$ cat config.mk
export PLATFORM = sky130hd
export DESIGN_NAME = lcd_driver
export DESIGN_NICKNAME = d
export VERILOG_FILES = /design/src/rtl/lcd_pkg.sv /design/src/rtl/lcd_axis_cnt.sv /design/src/rtl/lcd_driver.sv
export SDC_FILE = /design/constraint.sdc
export NUM_CORES = 1
export LEC_CHECK = 0
export BUFFER_PORTS_ARGS = -buffer_cell sky130_fd_sc_hd__buf_4
export CAP_MARGIN = 20
export CORE_MARGIN = 4
export CORE_UTILIZATION = 35
export DETAILED_ROUTE_END_ITERATION = 12
export PLACE_DENSITY = 0.61
export SLEW_MARGIN = 20
export SYNTH_ARGS = -nofsm -noshare
export SYNTH_HDL_FRONTEND = slang
export SYNTH_SLANG_ARGS = --single-unit
$ cat constraint.sdc
create_clock -name lcd_pclk -period 6.1 [get_ports lcd_pclk]
set_clock_uncertainty 0.1 [all_clocks]
set_input_delay 1.22 -clock lcd_pclk [delete_from_list [all_inputs] [get_ports lcd_pclk]]
set_output_delay 1.22 -clock lcd_pclk [all_outputs]
set_load 0.01 [all_outputs]
$ cat src/rtl/lcd_pkg.sv
// lcd_pkg: shared constants for the RGB LCD timing generator.
//   - default 480x272 panel timing and 800x480 alternates (pclk cycles / lines)
//   - counter width used by every scan counter
//   - colour constants for pattern sources
//   - backlight sequencer state encoding
package lcd_pkg;

  localparam int CNT_W = 11;

  // 480x272 panel
  localparam int H_SYNC_480  = 41;
  localparam int H_BACK_480  = 2;
  localparam int H_DISP_480  = 480;
  localparam int H_FRONT_480 = 2;
  localparam int V_SYNC_480  = 10;
  localparam int V_BACK_480  = 2;
  localparam int V_DISP_480  = 272;
  localparam int V_FRONT_480 = 2;

  // 800x480 panel
  localparam int H_SYNC_800  = 128;
  localparam int H_BACK_800  = 88;
  localparam int H_DISP_800  = 800;
  localparam int H_FRONT_800 = 40;
  localparam int V_SYNC_800  = 2;
  localparam int V_BACK_800  = 33;
  localparam int V_DISP_800  = 480;
  localparam int V_FRONT_800 = 10;

  localparam logic [23:0] WHITE = 24'hFF_FF_FF;
  localparam logic [23:0] BLACK = 24'h00_00_00;
  localparam logic [23:0] RED   = 24'hFF_00_00;
  localparam logic [23:0] GREEN = 24'h00_FF_00;
  localparam logic [23:0] BLUE  = 24'h00_00_FF;

  typedef enum logic {
    S_WAIT = 1'b0,
    S_ON   = 1'b1
  } bl_state_t;

endpackage

$ cat src/rtl/lcd_axis_cnt.sv
// lcd_axis_cnt: one scan axis (horizontal or vertical) of the LCD timing.
// Counts 0..SYNC+BACK+DISP+FRONT-1 while en is high and wraps to 0.
// Ports:
//   lcd_pclk, rst  pixel clock, async active-high reset
//   en             advance the count this cycle
//   cnt            current count (registered)
//   sync           count lies inside the sync pulse window
//   act            count lies inside the active (display) window
//   wrap           count is at its last value and en is high (wraps next edge)
module lcd_axis_cnt
  import lcd_pkg::*;
#(
  parameter int SYNC  = H_SYNC_480,
  parameter int BACK  = H_BACK_480,
  parameter int DISP  = H_DISP_480,
  parameter int FRONT = H_FRONT_480
) (
  input  logic             lcd_pclk,
  input  logic             rst,
  input  logic             en,
  output logic [CNT_W-1:0] cnt,
  output logic             sync,
  output logic             act,
  output logic             wrap
);

  localparam int TOTAL = SYNC + BACK + DISP + FRONT;

  // Compare one bit wider than the counter so a window ending exactly at
  // 2048 does not alias to 0.
  localparam logic [CNT_W:0] SYNC_END = 12'(SYNC);
  localparam logic [CNT_W:0] ACT_LO   = 12'(SYNC + BACK);
  localparam logic [CNT_W:0] ACT_HI   = 12'(SYNC + BACK + DISP);
  localparam logic [CNT_W:0] LAST     = 12'(TOTAL - 1);

  logic [CNT_W-1:0] cnt_q, cnt_d;
  logic [CNT_W:0]   cnt_x;

  assign cnt_x = {1'b0, cnt_q};
  assign cnt   = cnt_q;
  assign sync  = (cnt_x < SYNC_END);
  assign act   = (cnt_x >= ACT_LO) && (cnt_x < ACT_HI);

  always_comb begin
    wrap  = en && (cnt_x == LAST);
    cnt_d = cnt_q;
    if (wrap) begin
      cnt_d = '0;
    end else if (en) begin
      cnt_d = cnt_q + 1'b1;
    end
  end

  always_ff @(posedge lcd_pclk or posedge rst) begin
    if (rst) begin
      cnt_q <= '0;
    end else begin
      cnt_q <= cnt_d;
    end
  end

endmodule

$ cat src/rtl/lcd_driver.sv
// lcd_driver: scan timing generator and pixel sink for a parallel RGB panel.
// Publishes the requested pixel position to a source, which returns the
// pixel one pclk later; that data is aligned with the registered panel pins.
// Ports:
//   lcd_pclk, rst            pixel clock, async active-high reset
//   pixel_data               RGB888 returned by the source
//   pixel_xpos, pixel_ypos   requested pixel (0 when not requesting)
//   h_disp, v_disp           active resolution constants
//   lcd_hs, lcd_vs           active-low syncs (registered)
//   lcd_de                   data enable (registered)
//   lcd_rgb                  pixel_data gated by lcd_de
//   lcd_bl                   backlight enable after STARTUP_FRAMES frames
//   frame_start              one-cycle pulse at the first pixel of each frame
//
// Backlight sequencer:
//   state  | meaning
//   S_WAIT | backlight off, counting completed frames
//   S_ON   | backlight on, held until reset
module lcd_driver
  import lcd_pkg::*;
#(
  parameter int H_SYNC         = H_SYNC_480,
  parameter int H_BACK         = H_BACK_480,
  parameter int H_DISP         = H_DISP_480,
  parameter int H_FRONT        = H_FRONT_480,
  parameter int V_SYNC         = V_SYNC_480,
  parameter int V_BACK         = V_BACK_480,
  parameter int V_DISP         = V_DISP_480,
  parameter int V_FRONT        = V_FRONT_480,
  parameter int STARTUP_FRAMES = 2
) (
  input  logic             lcd_pclk,
  input  logic             rst,
  input  logic [23:0]      pixel_data,
  output logic [CNT_W-1:0] pixel_xpos,
  output logic [CNT_W-1:0] pixel_ypos,
  output logic [CNT_W-1:0] h_disp,
  output logic [CNT_W-1:0] v_disp,
  output logic             lcd_hs,
  output logic             lcd_vs,
  output logic             lcd_de,
  output logic [23:0]      lcd_rgb,
  output logic             lcd_bl,
  output logic             frame_start
);

  localparam logic [CNT_W-1:0] H_OFS    = 11'(H_SYNC + H_BACK);
  localparam logic [CNT_W-1:0] V_OFS    = 11'(V_SYNC + V_BACK);
  localparam int               FRM_W    = $clog2(STARTUP_FRAMES + 1);
  localparam logic [FRM_W-1:0] FRM_DONE = FRM_W'(STARTUP_FRAMES);

  logic [CNT_W-1:0] h_cnt, v_cnt;
  logic             h_sync, h_act, h_wrap;
  logic             v_sync, v_act, v_wrap;
  logic             req;

  lcd_axis_cnt #(
    .SYNC (H_SYNC),
    .BACK (H_BACK),
    .DISP (H_DISP),
    .FRONT(H_FRONT)
  ) u_h_cnt (
    .lcd_pclk(lcd_pclk),
    .rst     (rst),
    .en      (1'b1),
    .cnt     (h_cnt),
    .sync    (h_sync),
    .act     (h_act),
    .wrap    (h_wrap)
  );

  lcd_axis_cnt #(
    .SYNC (V_SYNC),
    .BACK (V_BACK),
    .DISP (V_DISP),
    .FRONT(V_FRONT)
  ) u_v_cnt (
    .lcd_pclk(lcd_pclk),
    .rst     (rst),
    .en      (h_wrap),
    .cnt     (v_cnt),
    .sync    (v_sync),
    .act     (v_act),
    .wrap    (v_wrap)
  );

  assign h_disp = 11'(H_DISP);
  assign v_disp = 11'(V_DISP);

  always_comb begin
    req        = h_act && v_act;
    pixel_xpos = '0;
    pixel_ypos = '0;
    if (req) begin
      pixel_xpos = h_cnt - H_OFS;
      pixel_ypos = v_cnt - V_OFS;
    end
  end

  // One register stage on all panel pins so they line up with the data the
  // source returns one pclk after the request.
  logic hs_q, hs_d;
  logic vs_q, vs_d;
  logic de_q, de_d;
  logic fs_q, fs_d;

  always_comb begin
    hs_d = !h_sync;
    vs_d = !v_sync;
    de_d = req;
    fs_d = (h_cnt == '0) && (v_cnt == '0);
  end

  always_ff @(posedge lcd_pclk or posedge rst) begin
    if (rst) begin
      hs_q <= 1'b1;
      vs_q <= 1'b1;
      de_q <= 1'b0;
      fs_q <= 1'b0;
    end else begin
      hs_q <= hs_d;
      vs_q <= vs_d;
      de_q <= de_d;
      fs_q <= fs_d;
    end
  end

  assign lcd_hs      = hs_q;
  assign lcd_vs      = vs_q;
  assign lcd_de      = de_q;
  assign frame_start = fs_q;
  assign lcd_rgb     = de_q ? pixel_data : 24'h0;

  bl_state_t        state_q, state_d;
  logic [FRM_W-1:0] frm_cnt_q, frm_cnt_d;

  // The frame count reaches STARTUP_FRAMES on the completing v wrap; the
  // state flips on the following edge so lcd_bl lands with frame_start.
  always_comb begin
    state_d   = state_q;
    frm_cnt_d = frm_cnt_q;
    case (state_q)
      S_WAIT: begin
        if (frm_cnt_q == FRM_DONE) begin
          state_d = S_ON;
        end else if (v_wrap) begin
          frm_cnt_d = frm_cnt_q + 1'b1;
        end
      end
      S_ON: begin
        state_d = S_ON;
      end
    endcase
  end

  always_ff @(posedge lcd_pclk or posedge rst) begin
    if (rst) begin
      state_q   <= S_WAIT;
      frm_cnt_q <= '0;
    end else begin
      state_q   <= state_d;
      frm_cnt_q <= frm_cnt_d;
    end
  end

  assign lcd_bl = (state_q == S_ON);

endmodule

Word level (Yosys, flattened, before mapping)

Cells that the tools add are included.

Order comparisons: 6
$add $sub $neg: 5
Bitwise gates (word level): 2
Reduce and logical (&&, ||, !) cells: 11
Multiplexer cells: 8
Eq/ne operators: 3

Operators with widths:

| cell                  | number |
|---|---|
| $mux 11               | 5 |
| $mux 24               | 1 |
| $add 11x1->11 const B | 2 |
| $logic_not 11->1      | 2 |
| $eq 11x10->1 const B  | 1 |
| $eq 11x9->1 const B   | 1 |
| $ge 11x4->1 const B   | 1 |
| $ge 11x6->1 const B   | 1 |
| $lt 11x10->1 const B  | 1 |
| $lt 11x4->1 const B   | 1 |
| $lt 11x6->1 const B   | 1 |
| $lt 11x9->1 const B   | 1 |
| $sub 11x4->11 const B | 1 |
| $sub 11x6->11 const B | 1 |
| $logic_and 1x1->1     | 5 |
| $reduce_and 3->1      | 1 |
| $add 2x1->2 const B   | 1 |
| $eq 2x2->1 const B    | 1 |
| $logic_not 1->1       | 2 |
| $not 1->1             | 2 |
| $pmux 1 s2            | 1 |
| $reduce_bool 2->1     | 1 |
| $mux 1                | 1 |

Input bits: 26
Output and inout port bits: 73
Word-level logic and storage cells: 43
Flip-flop bits (word level): 29

Depth between registers and ports, before layout

Gate-level depths: netlist of the first run.

Depth after elaboration: 4
Depth in mapped cells: 8

Modules after synthesis

A second synthesis of the first run with hierarchy kept.

Cell total of the unflattened synthesis: 274
Area, all modules: 2327.2 um^2

By module, submodules not included:

| module                  | times used | cells an instance | seq. area each (um^2) | area an instance (um^2) |
|---|---|---|---|---|
| lcd_driver              | 1          | 145               | 177.7                 | 1072.3 |
| lcd_axis_cnt at u_h_cnt | 1          | 66                | 275.3                 | 638.1 |
| lcd_axis_cnt at u_v_cnt | 1          | 63                | 275.3                 | 616.8 |

Worst setup path after synthesis of the first run

No wires, ideal clock.

Path kind: register -> output
From: reg u_v_cnt.cnt_q[2] (netlist: u_v_cnt.cnt[2])
To: out pixel_xpos[7]
Setup slack: 2.671 ns
Stages on the path, launching flop included: 8
Buffers on the path: 2
Data arrival time: 2.109 ns
Cells stage by stage: dfrtp_1 > ha_1 > buf_2 > or4b_2 > nand4_1 > nand3b_1 > clkbuf_1 > nor3_1

Cells in the longest elaborated chain, start to end: 4

Ends and longest elaborated chain:

| what                                       | line               | RTL |
|---|---|---|
| start, declared                            | lcd_axis_cnt.sv:36 | `logic [CNT_W-1:0] cnt_q, cnt_d;` |
| start signal, assigned                     | lcd_axis_cnt.sv:58 | `cnt_q <= cnt_d;` |
| $ge 11x4->1 or $lt 11x9->1 (tied branches) | lcd_axis_cnt.sv:42 | `assign act = (cnt_x >= ACT_LO) && (cnt_x < ACT_HI);` |
| $logic_and 1x1->1 *                        | lcd_axis_cnt.sv:42 |  |
| $logic_and 1x1->1 *                        | lcd_driver.sv:91   | `req = h_act && v_act;` |
| $mux 11 *                                  | lcd_driver.sv:94   | `if (req) begin` |
| end, declared                              | lcd_driver.sv:35   | `output logic [CNT_W-1:0] pixel_xpos,` |

Mark *: on every way between the ends. The rest lies on a longest branch, timed or not.

Worst setup path in the final report of the first run

From: reg u_v_cnt.cnt_q[2] (netlist: u_v_cnt.cnt[2])
To: out pixel_xpos[10]

The elaborated chain is that of the path after synthesis.

==> qor.yml, run 1 <==
post-route-drc-count: 0
final_hold_viol_count: 0
via_per_inst: 4.98
die_height_um: 89.5
post_synthesis_cells: 281
cellLeakagePower_nw: 1.45
synth_area_per_cell_um2: 8.27
synth_top_cells_by_area: "dfrtp_1 29%, buf_4 7.1%, and2_1 6.7%"
synth-warning-count: 0
timing.critical_path.cells: "ha_1 -> or4b_2 -> nand4_1 -> nand3b_1 -> a211oi_1 -> buf_4"
drt_iter0_markers: 112
reg2reg_depth: 5
detailed_place.area_um2: 2820
synth_commonest_cells: "27 x dfrtp_1, 26 x nor3_1, 25 x and2_1"
start_util: 0.364
wl_per_cell_um: 13.9
synth_top_cell_by_area: "dfrtp_1"
synth_most_common_cell: "dfrtp_1"
relSlewSlack: 0.360
power.density_cell_area_nw_per_um2: 128
grt_overflow: 0
coreArea_um2: 6390
chip_width_um: 89.5
port-buffer-count: 76
yosys.cell_types.count: 45
fin_area_um2: 2910
post_cts_resize_count: 0
design_power_total_mw: 0.372
detailedPlacementHpwl_um: 4490
worst_setup_path_startpoint: "u_v_cnt.cnt[2]$_DFFE_PP0P_"
count_of_endpoints_failing_setup_in_the_final_report: 0
die_area_um2: 8010
numCtsBuffers: 5
yosysTopAreaCellShare: 0.291
critical_path.startpoint_type: "flip-flop"
register_clock_pin_slew_on_the_reported_worst_setup_and_hold_paths_ps: 70
diodes: 0
post-route-period-util: 0.742
report.final.slew_viol_count: 0
drt_pre_antenna_iters: 4
crit_path_max_incr_delay_ps: 650
worst_path_max_delay_cell: "nand3b_1"
post-place-cells: 414
timing_worst_slew_pin_value_ps: 958
drive_above_1_share: 0.275
routed_wirelength_um: 5870
cts-htree-levels: 2
clock_insertion_delay_worst_skew_ps: 290
synthArstFlopShare: 1.00
worst_ep_required_time_ps: 4780
tns_ps: 0
io-pin-count: 99
instances_no_fill: 422
nets: 378
critPathCaptureType: "output port"
critical_path.max_fanout: 23
most_used_flip_flop_cell_after_synthesis: "dfrtp_1"
hp-start: "lcd_bl$_DFF_PP0_"
placementRows: 29
timing.reg2reg.setup_slack_ps: 3380
grt_first_pass_wirelength_um: 8990
hold-path-endpoint: "lcd_bl$_DFF_PP0_"
number_of_global_route_vias_before_repair: 1855
max_clock_freq_mhz: 221
cts_buffer_depth: 2
groute.usage.overall: 0.145
post_cts.repair.setup_buffers: 0
gpl.final_weighted_congestion: 0.856
initial_antenna_violation_count: 0
synth_seq_cells: 29
cts_num_sinks: 29
seq_area_frac_synth: 0.313
regToRegEndpoint: "lcd_de$_DFF_PP0_"
cts.root.buffer_cell: "clkbuf_8"
crit_path_arrival_time_ps: 3200
r2r_start: "u_v_cnt.cnt[2]$_DFFE_PP0P_"
synth.cell_area_um2: 2320
place_ws_ps: 1870
hold_class: "reg2reg"
irDropWorstVdd_v: 0.0000645
layout_setup_ws_ps: 1580
max_cap_viol_count: 0
cts_tree: "done"
status: "complete, no violations"
hold-path-cell-count: 1
min_period_ps: 4520
area_growth_pct: 25.3
grt_max_degree: 26
synth_edf_count: 0
drt.antenna.violating_nets: 0
cts.hold.buffers_added: 0
timing_worst_setup_path_type: "reg2out"
route.vias.total: 2103
rsz0062_at_grt: "false"
==> final cells by class <==
cell class,count,area [um2]
tap,77,96.3
clock inverter,3,17.5
timing repair buffer,79,593
clock buffer,5,68.8
inverter,15,56.3
sequential,29,728
multi-input combinational,214,1350
fill,627,3480
==> stage by stage <==
stage | hold slack (ps) | utilization
floorplan | 381 | -
global placement | 389 | 0.442
finish | 397 | 0.456
detailed placement | 383 | 0.442
global route | 425 | 0.456
CTS | 398 | 0.456
==> worst max-delay path: cells and delay by family (launching register included) <==
kind	cells	cell delay, ps
buf+inv	1	180
simple gates	3	1370
flops	1	490
compound gates	1	480
fa+ha+maj	1	400
==> state kept, by name (all words and copies together), names as in the netlist <==
register	count
u_h_cnt.cnt	11
u_v_cnt.cnt	11
frm_cnt_q	2
frame_start	1
lcd_bl	1
lcd_de	1
lcd_hs	1
lcd_vs	1
==> worst max path at each step <==
stage                                 to  slack, ps  cells past startpoint
after global routing       pixel_ypos[1]       1250                      6
final                     pixel_xpos[10]       1580                      6
after global placement    pixel_xpos[10]       1970                      6
after floorplan            pixel_xpos[7]       2670                      7
after detailed placement  pixel_xpos[10]       1870                      6
after CTS                 pixel_xpos[10]       1530                      6
==> where the power goes <==
part           internal, mW  switching [mW]  total [mW]
registers             0.192               0       0.192
logic                0.0103          0.0119      0.0222
clock network        0.0786          0.0786       0.157
==> routing by layer <==
layer | global-route usage | routed length [um]
met5 | 0 | 0
met4 | 0.0447 | 78
met3 | 0.0369 | 682
met2 | 0.234 | 2660
met1 | 0.189 | 2450
==> layout by cell type (no fill, tap or decap), drive strengths merged, types with 3 or more instances in the layout <==
cell	synthesis	routed
or4	3	3
nand2	14	14
a211oi	4	4
and4	4	4
nor2	13	13
and2	25	25
o21ai	3	3
clkbuf	14	5
xnor2	11	11
nand4	7	7
nand3	14	14
dfrtp	27	27
o22ai	4	4
buf	29	79
mux2i	3	3
ha	8	8
a21oi	10	10
xor2	15	15
or3	3	3
conb	2	22
nor3	28	28
inv	15	15
==> logic make-up (layout without fill, tap and decap cells) <==
kind of cell | Yosys count | count (layout) | share of synthesized area
muxes | 3 | 3 | 0.0129
adders and majority gates | 8 | 8 | 0.0431
DFF | 29 | 29 | 0.313
xor gates and xnor gates | 26 | 26 | 0.0980
and+or+nand+nor | 125 | 125 | 0.311
buffers and inverters | 58 | 102 | 0.138
other | 2 | 22 | 0.00323
AOI/OAI and AO/OA | 30 | 30 | 0.0808
(Power assumes the default switching activity.)
==> inputs of run 2 (changes only) <==
Clock period 6.1 ns to 4.52 ns, I/O delays scaled along.
==> run 2 against run 1 <==
Final cell count rose by 0.47%. Sequential cell count did not move. Count of clock-buffer cells in the layout rose by 2. Hold slack improved by 5.0 ps. Utilization rose by 0.71 points. Cell area rose by 1.5%. Largest power group is now clock. Total power rose by 54%. Register-to-register slack got worse by 1400 ps. Sequential share of layout area fell by 0.38 points. Sequential power rose by 35%. First-iteration DRC count rose by 22%.
==> qor.yml, run 2 (synthesized netlist as in run 1, its figures left out) <==
mostFrequentLayoutCell: "buf_4"
die_height_um: 89.5
timing.reg2reg.setup_slack_ps: 2010
diodes: 0
cts-htree-levels: 2
worst_ep_required_time_ps: 3520
drt_iter0_markers: 137
post_cts.repair.setup_buffers: 0
critical_path.max_fanout: 12
worst_setup_path_startpoint: "u_v_cnt.cnt[2]$_DFFE_PP0P_"
via_per_inst: 4.99
hold-path-cell-count: 1
nets: 380
clock_insertion_delay_worst_skew_ps: 280
post-route-drc-count: 0
crit_path_max_incr_delay_ps: 630
fill_cells: 633
r2r_start: "u_h_cnt.cnt[0]$_DFF_PP0_"
groute.usage.overall: 0.145
area_growth_pct: 27.2
detailedPlacementHpwl_um: 4400
post-route-period-util: 0.874
place_ws_ps: 915
final_hold_viol_count: 0
worst_path_most_repeated_cell: "buf_4"
grt_first_pass_wirelength_um: 9060
hold_class: "reg2reg"
hold-path-endpoint: "lcd_bl$_DFF_PP0_"
wl_per_cell_um: 13.7
die_area_um2: 8010
worst_path_max_delay_cell: "or4b_2"
relSlewSlack: 0.515
timing.critical_path.cells: "ha_1 -> or4b_2 -> nand4_1 -> nand3b_1 -> buf_4 -> nor3_1 -> buf_4"
report.final.slew_viol_count: 0
post_cts_resize_count: 0
groute.layer.met1.usage: 0.185
cts_num_sinks: 29
max_cap_viol_count: 0
numCtsBuffers: 5
cellLeakagePower_nw: 1.47
grt_most_used_layer: "met2"
coreArea_um2: 6390
status: "complete, no violations"
grtUsageMet3: 0.0378
drt_pre_antenna_iters: 4
cts_tree: "done"
critPathCaptureType: "output port"
placementRows: 29
crit_path_arrival_time_ps: 2940
layout_setup_ws_ps: 572
post-route-util: 0.463
grt_overflow: 0
hp-start: "lcd_bl$_DFF_PP0_"
min_period_ps: 3950
design_power_total_mw: 0.572
routed_wirelength_um: 5800
rsz0062_at_grt: "false"
most-common-layout-cells: "81 x buf_4, 27 x dfrtp_1, 26 x nor3_1"
port-buffer-count: 76
tns_ps: 0
route.vias.total: 2115
initial_antenna_violation_count: 0
start_util: 0.364
drive_above_1_share: 0.277
count_of_endpoints_failing_setup_in_the_final_report: 0
register_clock_pin_slew_on_the_reported_worst_setup_and_hold_paths_ps: 60
drt.antenna.violating_nets: 0
timing_worst_slew_pin_value_ps: 722
critical_path.startpoint_type: "flip-flop"
grt_util_met2: 0.236
timing.hold.ws_ps: 402
io-pin-count: 99
reg2reg_depth: 7
cts_buffer_depth: 2
power.density_cell_area_nw_per_um2: 194
chip_width_um: 89.5
timing_worst_setup_path_type: "reg2out"
cts.root.buffer_cell: "clkbuf_8"
irDropWorstVdd_v: 0.000165
max_clock_freq_mhz: 253
gpl.final_weighted_congestion: 0.906
regToRegEndpoint: "u_v_cnt.cnt[0]$_DFFE_PP0P_"
grt_max_degree: 30
cts.hold.buffers_added: 0
number_of_global_route_vias_before_repair: 1893
==> run 2: cell count changes in the layout (fill, tap and decap cells not counted), sizes merged <==
| cell | previous run | this run |
|---|---|---|
| buf | 79 | 81 |
| clkbuf | 5 | 7 |
| clkinv | 2 | 0 |
| clkinvlp | 1 | 0 |
| bufinv | 0 | 1 |
==> run 2: through the flow <==
step | instances | cell area [um2]
after floorplan | 301 | 2400
after global placement | 416 | 2840
after detailed placement | 416 | 2840
after CTS | 424 | 2960
after global routing | 424 | 2960
final | 424 | 2960
==> run 2: final cells by class <==
type,instances,area [um2],share of cell area
flip-flops and latches,29,728,0.246
inverters,15,56.3,0.0191
well taps,77,96.3,0.0326
clock inverters,1,30.0,0.0102
clock buffers,7,86.3,0.0292
repair buffers,81,608,0.206
multi-input cells,214,1350,0.457
==> run 2: layer usage <==
| metal | wire length [um] | vias up |
|---|---|---|
| met4 | 75 | 0 |
| met2 | 2640 | 104 |
| met1 | 2400 | 966 |
| li1 | - | 1040 |
| met5 | 0 | - |
| met3 | 685 | 5 |
==> run 2: how the worst max path moves through the flow <==
stage | endpoint
CTS | pixel_ypos[9]
floorplan | pixel_xpos[7]
finish | pixel_ypos[1]
global route | pixel_ypos[8]
detailed placement | pixel_ypos[9]
global placement | pixel_ypos[7]
==> run 2: critical path, delay by kind of cell (launching register included) <==
kind | cells | cell delay, ps
simple gates | 4 | 1280
buf+inv | 2 | 490
flops | 1 | 480
fa+ha+maj | 1 | 400
==> run 2: power breakdown <==
group / internal [mW] / switching (mW) / total (mW)
clock: 0.180 / 0.103 / 0.283
combinational: 0.0139 / 0.0157 / 0.0296
sequential: 0.260 / 0 / 0.260
==> inputs of run 3 (changes only) <==
Settings changed: CELL_PAD_IN_SITES_DETAIL_PLACEMENT set to 1, CELL_PAD_IN_SITES_GLOBAL_PLACEMENT set to 2, CORE_UTILIZATION 35 to 26, PLACE_DENSITY 0.61 to 0.78.
==> run 3 against run 2 <==
Hold slack got worse by 1.9 ps. Sequential share of layout area decreased by 0.19 points. Cell area increased by 0.76%. Highest routed layer unchanged. Critical path depth unchanged. First-iteration DRC count decreased by 35%. Die area increased by 31%. Combinational power about the same. Sequential power about the same. Total power decreased by 7.4%.
==> qor.yml, run 3 (synthesized netlist as in run 1, its figures left out) <==
status: "complete, no violations"
post-route-drc-count: 0
crit_path_arrival_time_ps: 2940
post_cts_resize_count: 0
worst_ep_required_time_ps: 3520
diodes: 0
post-place-cells: 446
layout_setup_ws_ps: 576
post-route-util: 0.341
detailed_place.area_um2: 2880
max_cap_viol_count: 0
cts.root.buffer_cell: "clkbuf_8"
cts-htree-levels: 2
hold_class: "reg2reg"
post_cts.repair.setup_buffers: 0
die_area_um2: 10500
drt_pre_antenna_iters: 4
design_power_total_mw: 0.529
min_period_ps: 3940
drive_above_1_share: 0.280
number_of_global_route_vias_before_repair: 2058
power.density_cell_area_nw_per_um2: 178
initial_antenna_violation_count: 0
coreArea_um2: 8720
area_growth_pct: 28.2
register_clock_pin_slew_on_the_reported_worst_setup_and_hold_paths_ps: 60
timing_worst_slew_pin_value_ps: 986
multiInputGateArea_um2: 1360
most-common-layout-cells: "80 x buf_4, 27 x dfrtp_1, 26 x nor3_1"
report.final.slew_viol_count: 0
timing.hold.ws_ps: 400
grt_max_degree: 26
final_hold_viol_count: 0
nets: 379
route.vias.total: 2104
instances_no_fill: 454
chip_width_um: 103
groute.usage.overall: 0.128
critPathCaptureType: "output port"
irDropWorstVdd_v: 0.0000717
port-buffer-count: 76
drt.antenna.violating_nets: 0
fill_cells: 1069
grt_first_pass_wirelength_um: 10600
max_clock_freq_mhz: 254
routed_wirelength_um: 6840
critical_path.max_fanout: 12
place_ws_ps: 868
fin_area_um2: 2980
cts_num_sinks: 29
mostFrequentLayoutCell: "buf_4"
critical_path.startpoint_type: "flip-flop"
seqCellArea_um2: 728
post-route-period-util: 0.872
via_per_inst: 4.63
placementRows: 34
die_height_um: 103
cellLeakagePower_nw: 1.46
cts.hold.buffers_added: 0
timing_worst_setup_path_type: "reg2out"
relSlewSlack: 0.343
wl_per_cell_um: 15.1
numCtsBuffers: 5
rsz0062_at_grt: "false"
drt_iter0_markers: 89
io-pin-count: 99
clock_insertion_delay_worst_skew_ps: 280
count_of_endpoints_failing_setup_in_the_final_report: 0
grt_overflow: 0
gpl.final_weighted_congestion: 0.818
cts_tree: "done"
start_util: 0.266
detailedPlacementHpwl_um: 5270
cts_buffer_depth: 2
tns_ps: 0
## run 3: worst paths after layout
kind / start / end / slack [ps] / cells after the start
worst max-delay path: u_v_cnt.cnt[2]$_DFFE_PP0P_ / pixel_xpos[2] / 580 / 7
worst min-delay path: lcd_bl$_DFF_PP0_ / lcd_bl$_DFF_PP0_ / 400 / 1
worst max register to register: u_h_cnt.cnt[0]$_DFF_PP0_ / frm_cnt_q[1]$_DFFE_PP0P_ / 2100 / 6
worst min register to register: lcd_bl$_DFF_PP0_ / lcd_bl$_DFF_PP0_ / 400 / 1
max in group asynchronous: rst / lcd_hs$_DFF_PP1_ / 3010 / 3
min in group asynchronous: rst / frame_start$_DFF_PP0_ / 610 / 2
## run 3: power breakdown
| part | total, mW | internal [mW] | leakage [nW] | switching [mW] |
|---|---|---|---|---|
| clock | 0.240 | 0.137 | 0.0542 | 0.103 |
| combinational | 0.0298 | 0.0139 | 1.02 | 0.0159 |
| sequential | 0.260 | 0.260 | 0.384 | 0 |
## run 3: layout make-up
cell class / count / area share
clock buffers: 7 / 0.0324
clock inverters: 1 / 0.00168
inverters: 15 / 0.0189
multi-input cells: 214 / 0.455
flip-flops and latches: 29 / 0.245
well taps: 108 / 0.0454
repair buffers: 80 / 0.202
## run 3: worst max-delay path, stage by stage, from the launching register on
cell	delay, ps
dfrtp_1	480
ha_1	390
or4b_2	620
nand4_1	110
nand3b_1	330
buf_4	330
nor3_1	220
buf_4	170
## run 3: layer usage
metal	part of all wire	GRT usage
met1	0.46	0.175
met2	0.43	0.207
met3	0.10	0.0257
met4	0.0099	0.0363
met5	0	0
